**config.mk**
```make
export PLATFORM = sky130hd
export DESIGN_NAME = cache_arbiter
export DESIGN_NICKNAME = d
export VERILOG_FILES = /design/src/rtl/cache_arb_pkg.sv /design/src/rtl/cache_arbiter.sv
export SDC_FILE = /design/constraint.sdc
export NUM_CORES = 1
export LEC_CHECK = 0
export ABC_AREA = 1
export CAP_MARGIN = 10
export CELL_PAD_IN_SITES_DETAIL_PLACEMENT = 0
export CELL_PAD_IN_SITES_GLOBAL_PLACEMENT = 1
export CORE_MARGIN = 3
export CORE_UTILIZATION = 28
export DETAILED_ROUTE_END_ITERATION = 6
export PLACE_DENSITY_LB_ADDON = 0.15
export SLEW_MARGIN = 20
export SYNTH_ARGS = -nofsm -noshare
export SYNTH_HDL_FRONTEND = slang
export SYNTH_SLANG_ARGS = --single-unit
```
**constraint.sdc**
```tcl
create_clock -name clk -period 1.55 [get_ports clk]
set_input_delay 0.155 -clock clk [delete_from_list [all_inputs] [get_ports clk]]
set_output_delay 0.155 -clock clk [all_outputs]
set_load 0.02 [all_outputs]
```
**src/rtl/cache_arb_pkg.sv**
```systemverilog
// Shared types for the two-port cache arbiter: FSM states, requesting port and
// cache operation.
package cache_arb_pkg;

  typedef enum logic [1:0] {
    IDLE   = 2'd0,
    BUSY_I = 2'd1,
    BUSY_D = 2'd2,
    DONE   = 2'd3
  } arb_state_t;

  typedef enum logic {
    PORT_I = 1'b0,
    PORT_D = 1'b1
  } arb_port_t;

  typedef enum logic {
    OP_RD = 1'b0,
    OP_WR = 1'b1
  } arb_op_t;

endpackage

```
**src/rtl/cache_arbiter.sv**
```systemverilog
// Round-robin arbiter sharing one cache between an instruction read port and a
// data read/write port; one transaction in flight, latched at grant.
module cache_arbiter
  import cache_arb_pkg::*;
#(
  parameter int ADDR_W = 32,
  parameter int DATA_W = 32
) (
  input  logic              clk,
  input  logic              rst,
  input  logic              i_rd_req,
  input  logic [ADDR_W-1:0] i_addr,
  output logic              i_miss,
  output logic [DATA_W-1:0] i_rd_data,
  input  logic              d_rd_req,
  input  logic              d_wr_req,
  input  logic [ADDR_W-1:0] d_addr,
  input  logic [DATA_W-1:0] d_wr_data,
  output logic              d_miss,
  output logic [DATA_W-1:0] d_rd_data,
  output logic              c_rd_req,
  output logic              c_wr_req,
  output logic [ADDR_W-1:0] c_addr,
  output logic [DATA_W-1:0] c_wr_data,
  input  logic              c_miss,
  input  logic [DATA_W-1:0] c_rd_data
);

  arb_state_t        r_state;
  arb_port_t         r_last_grant;
  arb_port_t         r_port;
  arb_op_t           r_op;
  logic [ADDR_W-1:0] r_addr;
  logic [DATA_W-1:0] r_wr_data;
  logic [DATA_W-1:0] r_i_rd_data;
  logic [DATA_W-1:0] r_d_rd_data;

  logic w_i_act;
  logic w_d_act;
  logic w_grant_i;
  logic w_grant_d;
  logic w_busy;
  logic w_done_i;
  logic w_done_d;

  // On a tie the port that did not win last time gets the cache.
  assign w_i_act   = i_rd_req;
  assign w_d_act   = d_rd_req | d_wr_req;
  assign w_grant_d = w_d_act & (~w_i_act | (r_last_grant == PORT_I));
  assign w_grant_i = w_i_act & ~w_grant_d;

  assign w_busy   = (r_state == BUSY_I) | (r_state == BUSY_D);
  assign w_done_i = (r_state == DONE) & (r_port == PORT_I);
  assign w_done_d = (r_state == DONE) & (r_port == PORT_D);

  always_ff @(posedge clk) begin
    if (rst) begin
      r_state      <= IDLE;
      r_last_grant <= PORT_I;
      r_port       <= PORT_I;
      r_op         <= OP_RD;
      r_addr       <= '0;
      r_wr_data    <= '0;
      r_i_rd_data  <= '0;
      r_d_rd_data  <= '0;
    end else begin
      case (r_state)
        IDLE: begin
          if (w_grant_d) begin
            r_port       <= PORT_D;
            r_last_grant <= PORT_D;
            r_op         <= d_wr_req ? OP_WR : OP_RD;
            r_addr       <= d_addr;
            r_wr_data    <= d_wr_data;
            r_state      <= BUSY_D;
          end else if (w_grant_i) begin
            r_port       <= PORT_I;
            r_last_grant <= PORT_I;
            r_op         <= OP_RD;
            r_addr       <= i_addr;
            r_wr_data    <= '0;
            r_state      <= BUSY_I;
          end
        end
        BUSY_I, BUSY_D: begin
          if (!c_miss) r_state <= DONE;
        end
        DONE: begin
          // The cache presents read data one cycle after completion, i.e. now.
          if (r_op == OP_RD) begin
            if (r_port == PORT_I) r_i_rd_data <= c_rd_data;
            else                  r_d_rd_data <= c_rd_data;
          end
          r_state <= IDLE;
        end
        default: r_state <= IDLE;
      endcase
    end
  end

  assign c_rd_req  = w_busy & (r_op == OP_RD);
  assign c_wr_req  = w_busy & (r_op == OP_WR);
  assign c_addr    = r_addr;
  assign c_wr_data = r_wr_data;

  assign i_miss    = w_i_act & ~w_done_i;
  assign d_miss    = w_d_act & ~w_done_d;
  assign i_rd_data = r_i_rd_data;
  assign d_rd_data = r_d_rd_data;

endmodule

```
==> results of run 1 <==
[path summary, 6_finish.rpt]
path	slack [ns]	start	endpoint	depth (start not counted)
max	0.04	c_wr_data[27]	c_wr_data[27]	1
min	0.34	c_rd_data[15]	d_rd_data[15]	3
max reg2reg	0.13	r_state[1]	d_rd_data[28]	8
min reg2reg	0.44	i_rd_data[13]	i_rd_data[13]	2
[power groups by stage]
stage / clock, uW / sequential [uW] / combinational [uW]
6_report: 3980 / 4460 / 5760
3_5_place_dp: 0 / 4550 / 5960
5_1_grt: 4230 / 4550 / 6390
4_1_cts: 4110 / 4480 / 5860
3_3_place_gp: 0 / 4530 / 5970
2_1_floorplan: 0 / 5370 / 2280
[cells in the final DEF (no fill, tap or decap), drive strengths merged]
| cell type | synthesis | layout |
|---|---|---|
| buf | 30 | 41 |
| clkinv | 1 | 7 |
| nand3 | 3 | 3 |
| nand4 | 1 | 1 |
| dlymetal6s2s | 0 | 68 |
| clkbuf | 20 | 19 |
| bufinv | 0 | 2 |
| nand2 | 210 | 210 |
| dfxtp | 132 | 132 |
| or2 | 1 | 1 |
| inv | 140 | 145 |
| clkdlybuf4s50 | 0 | 155 |
| dlygate4sd2 | 0 | 38 |
| ha | 3 | 3 |
| a21oi | 68 | 68 |
| o21ai | 65 | 65 |
| clkinvlp | 0 | 1 |
| nor2 | 201 | 201 |
[cell families after synthesis]
kind of cell,after synthesis
flops,132
compound gates,133
fa+ha+maj,3
buf+inv,191
simple gates,416
[flip-flops by register name, indices dropped and copies added, names as in the netlist]
register / flops
c_wr_data: 32
r_port: 1
d_rd_data: 32
r_state: 2
r_op: 1
c_addr: 32
i_rd_data: 32
[layout make-up]
class	instances	area (um^2)	share of cell area
sequential	132	2645	0.2737
timing repair buffer	303	3238	0.3351
tap	265	331.6	0.03431
clock buffer	18	429.2	0.04441
multi-input combinational	552	2341	0.2423
clock inverter	14	148.9	0.01541
inverter	141	529.3	0.05477
[metrics by stage]
stage | TNS, ns | setup WS [ns] | instance area (um^2) | util
after CTS | -0.004279 | -0.004279 | 9452 | 0.4778
after global placement | -2.488 | -0.1008 | 8922 | 0.4510
final | 0 | 0.03651 | 9663 | 0.4885
after global routing | 0 | 0.0002466 | 9663 | 0.4885
after floorplan | 0 | 0.1987 | 5715 | -
after detailed placement | -4.248 | -0.1263 | 8922 | 0.4510
[per-layer routing]
metal / routed length (um) / GRT usage
met2: 8922 / 0.2694
met3: 1693 / 0.06867
met1: 8510 / 0.2103
met5: 0 / 0
met4: 300 / 0.05126
[synth_stat cells]
cell type / n / area (um^2)
a21oi_1: 67 / 335.3
a21oi_2: 1 / 8.760
buf_1: 3 / 11.26
buf_2: 18 / 90.09
buf_4: 8 / 60.06
buf_6: 1 / 11.26
clkbuf_1: 20 / 75.07
clkinv_1: 1 / 3.750
dfxtp_1: 132 / 2643
ha_1: 3 / 37.54
inv_1: 140 / 525.5
nand2_1: 209 / 784.5
nand2_2: 1 / 6.260
nand3_1: 2 / 10.01
nand3_2: 1 / 10.01
nand4_1: 1 / 6.260
nor2_1: 200 / 750.7
nor2_4: 1 / 11.26
o21ai_0: 64 / 320.3
o21ai_2: 1 / 8.760
or2_2: 1 / 6.260
[timing repair]
| action | in CTS | in global routing |
|---|---|---|
| gates resized for setup | 59 | 73 |
| setup endpoints to repair | 42 | 126 |
| pin swaps | 0 | 1 |
| gates cloned | 0 | 1 |
==> run_results.csv, run 1 <==
group,metric,value,unit
outcome,status,"completed",
sta,setup_viol,0,
critical_path,startpoint_type,"register",
cts,cts_hold_buf,0,
place,place.gp.congestion,0.7616,
pwr,p_int,9013,uW
sta,finalCritPeriodShare,0.9764,
pwr,p_comb_frac,0.406,
routing,wl_per_cell,13.63,um
critical_path,path_buf_inv,1,
sta,fmax,660.7,MHz
grt,antenna_found_initial,0,
cells_and_area,num_antenna_cells,0,
routing,wirelength,19.43,mm
cts,clkLatencyLatePin,0.41,ns
sta,hold_viol_final,0,
grt,grt_max_degree,54,
grt,grt-ovfl-total,0,
pwr,power_leakage,0.005534,uW
synth,yosysWarnings,0,
synth,syn_area,5715,um^2
run,drv_cap,0,
routing,ant_nets,0,
routing,drt_pass1_iterations,4,
cells_and_area,layout-drive-gt1-share,0.07500,
floorplan,row_count,51,
critical_path,criticalPathCategory,"reg2out",
cells_and_area,final_cells,1425,
grt,grt_pass1_vias,5647,
pwr,p_seq_frac,0.314,
pwr,sw_frac_of_total,0.3654,
routing,remaining_drc_errors,0,
floorplan,ios,266,
pwr,p_clk_frac,0.280,
sta,relSlewSlack,0.7230,
sta,fin_skew,0.007581,ns
synth,synth_compound_area_frac,0.1178,
synth,syn_nets,1012,
cts,cts_sinks,132,
cts,postCtsSetupBuffers,0,
floorplan,initial_core_util,0.2889,
floorplan,dieArea,22160,um^2
sta,drv_slew,0,
synth,synth.distinct_cells,21,
routing,num_vias,5931,
sta,rsz0062_at_grt,"no",
synth,ys_ff_latch,132,
floorplan,die_h,148.9,um
pwr,switching_power,5189,uW
sta,fin_crit,1.513,ns
floorplan,coreArea,19780,um^2
min_path,hold_class,"in2reg",
critical_path,arrival,1.36,ns
grt,grt_first_pass_wirelength,29.99,mm
cells_and_area,areaGrowthSynthToFinish,69.07,%
pwr,ir_worst_vdd,0.7408,mV
synth,synth_adder_area_share,0.006567,
synth,synth-simple-area-share,0.2774,
cts,root_buffer,"clkbuf_16",
synth,syn_inst,875,
critical_path,worstPathCellList,"clkdlybuf4s50_1",
place,dp_hpwl,13.40,mm
critical_path,setup.worst_path.end_class,"primary output",
critical_path,crit_path_top_delay_cell,"clkdlybuf4s50_1",
cts,clk_pin_slew,0.06,ns
cts,clockBufferDepth,2,
cts,numCtsBuffers,17,
place,dp.cells,1392,
critical_path,crit_path_max_incr_delay,0.63,ns
routing,via_per_inst,4.162,
synth,synth_top_family_by_area,"simple AND/OR/NAND/NOR gates",
synth,synth.avg_cell_area,6.532,um^2
cells_and_area,fillers,2050,
grt,grt.total_usage,0.1689,
pwr,p_total,14200,uW
synth,muxShareOfSynthArea,0,
routing,drtIter0Drc,219,
critical_path,required,1.39,ns
critical_path,cp_top_family,"buffers and inverters",
critical_path,crit_fanout,2,
synth,synthXorXnorAreaFrac,0,
cells_and_area,layout.nets,1284,
cts,h-tree-depth,4,
synth,ys_seq_area_frac,0.4623,
sta,tightest_slew,0.4155,ns
floorplan,dieWidth,148.9,um
cts,cts_tree,"built",
place,portBuffers,265,
pwr,p_per_area,1470,nW/um^2
sta,holdWs,0.3445,ns
No activity file was read; power rests on OpenSTA's default activity.
==> run 2: changes to the inputs <==
PLACE_DENSITY = 0.86   (was not set)
PLACE_DENSITY_LB_ADDON = not set   (was 0.15)
==> run 2 against run 1 <==
Cell area fell by 0.89%. Critical path depth did not move. Global-route usage fell by 0.29 points. Highest routed layer unchanged. Sequential power barely moved. First-iteration DRC count fell by 12%.
==> run_results.csv, run 2 (same netlist as run 1, synthesis figures left out) <==
group,metric,value,unit
outcome,status,"completed",
critical_path,cp_top_family,"buffers and inverters",
cts,cts_hold_buf,0,
floorplan,die_h,148.9,um
floorplan,initial_core_util,0.2889,
cts,clockBufferDepth,2,
floorplan,dieWidth,148.9,um
place,dp_hpwl,13.41,mm
sta,hold_viol_final,0,
routing,drtIter0Drc,192,
grt,grt-busiest-layer,"met2",
cts,clk_pin_slew,0.07,ns
routing,wl_per_cell,13.21,um
pwr,p_seq_frac,0.321,
critical_path,crit_fanout,2,
cells_and_area,layout.nets,1289,
sta,setup_viol,0,
cts,cts_tree,"built",
grt,use_met3,0.09602,
grt,grt_max_degree,63,
cells_and_area,num_antenna_cells,0,
routing,via_per_inst,4.202,
pwr,p_int,8754,uW
cells_and_area,areaGrowthSynthToFinish,67.56,%
cells_and_area,layout-drive-gt1-share,0.08240,
grt,met2_usage,0.2578,
pwr,p_comb_frac,0.402,
sta,drv_slew,0,
grt,grt_first_pass_wirelength,29.18,mm
critical_path,setup.worst_path.end_class,"primary output",
pwr,power_leakage,0.005475,uW
critical_path,startpoint_type,"register",
floorplan,dieArea,22160,um^2
sta,setup-tns-final,0,ns
sta,tightest_slew,0.4101,ns
cells_and_area,stdcell_area,9577,um^2
cts,cts_sinks,132,
grt,grtUsageMet1,0.1972,
critical_path,crit_path_top_delay_cell,"clkdlybuf4s50_1",
critical_path,worstPathCellList,"clkdlybuf4s50_1",
critical_path,criticalPathCategory,"reg2out",
pwr,switching_power,5173,uW
floorplan,ios,266,
routing,wirelength,18.90,mm
grt,grt-ovfl-total,0,
grt,grt_pass1_vias,5674,
critical_path,path_buf_inv,1,
cells_and_area,fillers,2017,
cells_and_area,layout_commonest_cell,"nand2_1",
sta,fin_crit,1.510,ns
cells_and_area,layout_common_cells,"nand2_1 (208), nor2_1 (198), inv_1 (136), clkdlybuf4s50_1 (136), dfxtp_1 (130)",
routing,drt_pass1_iterations,4,
min_path,hold_path_depth,3,
min_path,hold_class,"in2reg",
cts,root_buffer,"clkbuf_16",
place,placed_cell_area,8922,um^2
sta,finalCritPeriodShare,0.9743,
grt,grt.total_usage,0.1661,
sta,rsz0062_at_grt,"yes",
pwr,p_per_area,1454,nW/um^2
pwr,p_total,13930,uW
critical_path,required,1.39,ns
sta,relSlewSlack,0.7266,
routing,ant_nets,0,
critical_path,crit_path_max_incr_delay,0.60,ns
critical_path,arrival,1.36,ns
sta,fmax,662.2,MHz
pwr,p_clk_frac,0.277,
cts,clkLatencyLatePin,0.42,ns
routing,num_vias,6009,
cts,h-tree-depth,4,
critical_path,r2r_cells,8,
sta,fin_skew,0.009546,ns
critical_path,cp_num_cells,1,
cts,numCtsBuffers,17,
floorplan,row_count,51,
place,portBuffers,265,
run,drv_cap,0,
floorplan,coreArea,19780,um^2
grt,antenna_found_initial,0,
routing,remaining_drc_errors,0,
pwr,ir_worst_vdd,0.7843,mV
pwr,sw_frac_of_total,0.3714,
place,place.gp.congestion,0.7937,
[run 2: cell types whose count changed in the layout (fill, tap and decap cells not counted), moves of 2 or more]
cell             before  now
inv_2                 3    5
dlymetal6s2s_1       68   58
clkinvlp_4            1    3
buf_12               14   11
inv_1               138  136
buf_4                25   35
clkinv_2              4    2
buf_2                 2    0
clkdlybuf4s50_1     155  136
dlygate4sd2_1        38   67
[run 2: path summary, 6_finish.rpt]
path / startpoint / end / slack, ns
setup / recovery: c_wr_data[13] / c_wr_data[13] / 0.04
setup reg to reg: r_state[0] / r_state[0] / 0.08
hold reg to reg: i_rd_data[3] / i_rd_data[3] / 0.44
hold / removal: c_rd_data[7] / d_rd_data[7] / 0.34
[run 2: timing repair]
item / 4_1_cts / 5_1_grt
resized for setup: 93 / 67
setup endpoints to repair: 85 / 99
cloned: 0 / 0
setup buffers: 0 / 1
pin swaps: 0 / 2
[run 2: metal layers]
layer  vias to the layer above  part of all wire
li1                       3155                 -
met1                      2633              0.42
met2                       205              0.44
met3                        16              0.12
met4                         0             0.012
met5                         -                 0
[run 2: area by class of cell]
cell class                 instances  area (um^2)  share of cell area
sequential                       132         2645              0.2762
multi-input combinational        552         2342              0.2446
tap                              265        331.6             0.03462
clock inverter                    13        123.9             0.01293
timing repair buffer             308         3172              0.3312
clock buffer                      19        432.9             0.04521
inverter                         141        529.3             0.05527
[run 2: power by group through the flow]
stage / Combinational (uW) / Clock (uW) / Sequential, uW
floorplan: 2280 / 0 / 5370
global placement: 5880 / 0 / 4530
detailed placement: 5900 / 0 / 4560
CTS: 5700 / 3980 / 4490
global route: 6190 / 4130 / 4580
finish: 5600 / 3850 / 4470
[run 2: through the flow]
stage	std cells	setup WS, ns	util	hold slack, ns
after floorplan	875	0.1987	-	0.2899
after global placement	1397	-0.1604	0.4510	0.4287
after detailed placement	1397	-0.1594	0.4510	0.4351
after CTS	1429	-0.02280	0.4755	0.3071
after global routing	1430	-0.02853	0.4841	0.3345
final	1430	0.03979	0.4841	0.3355
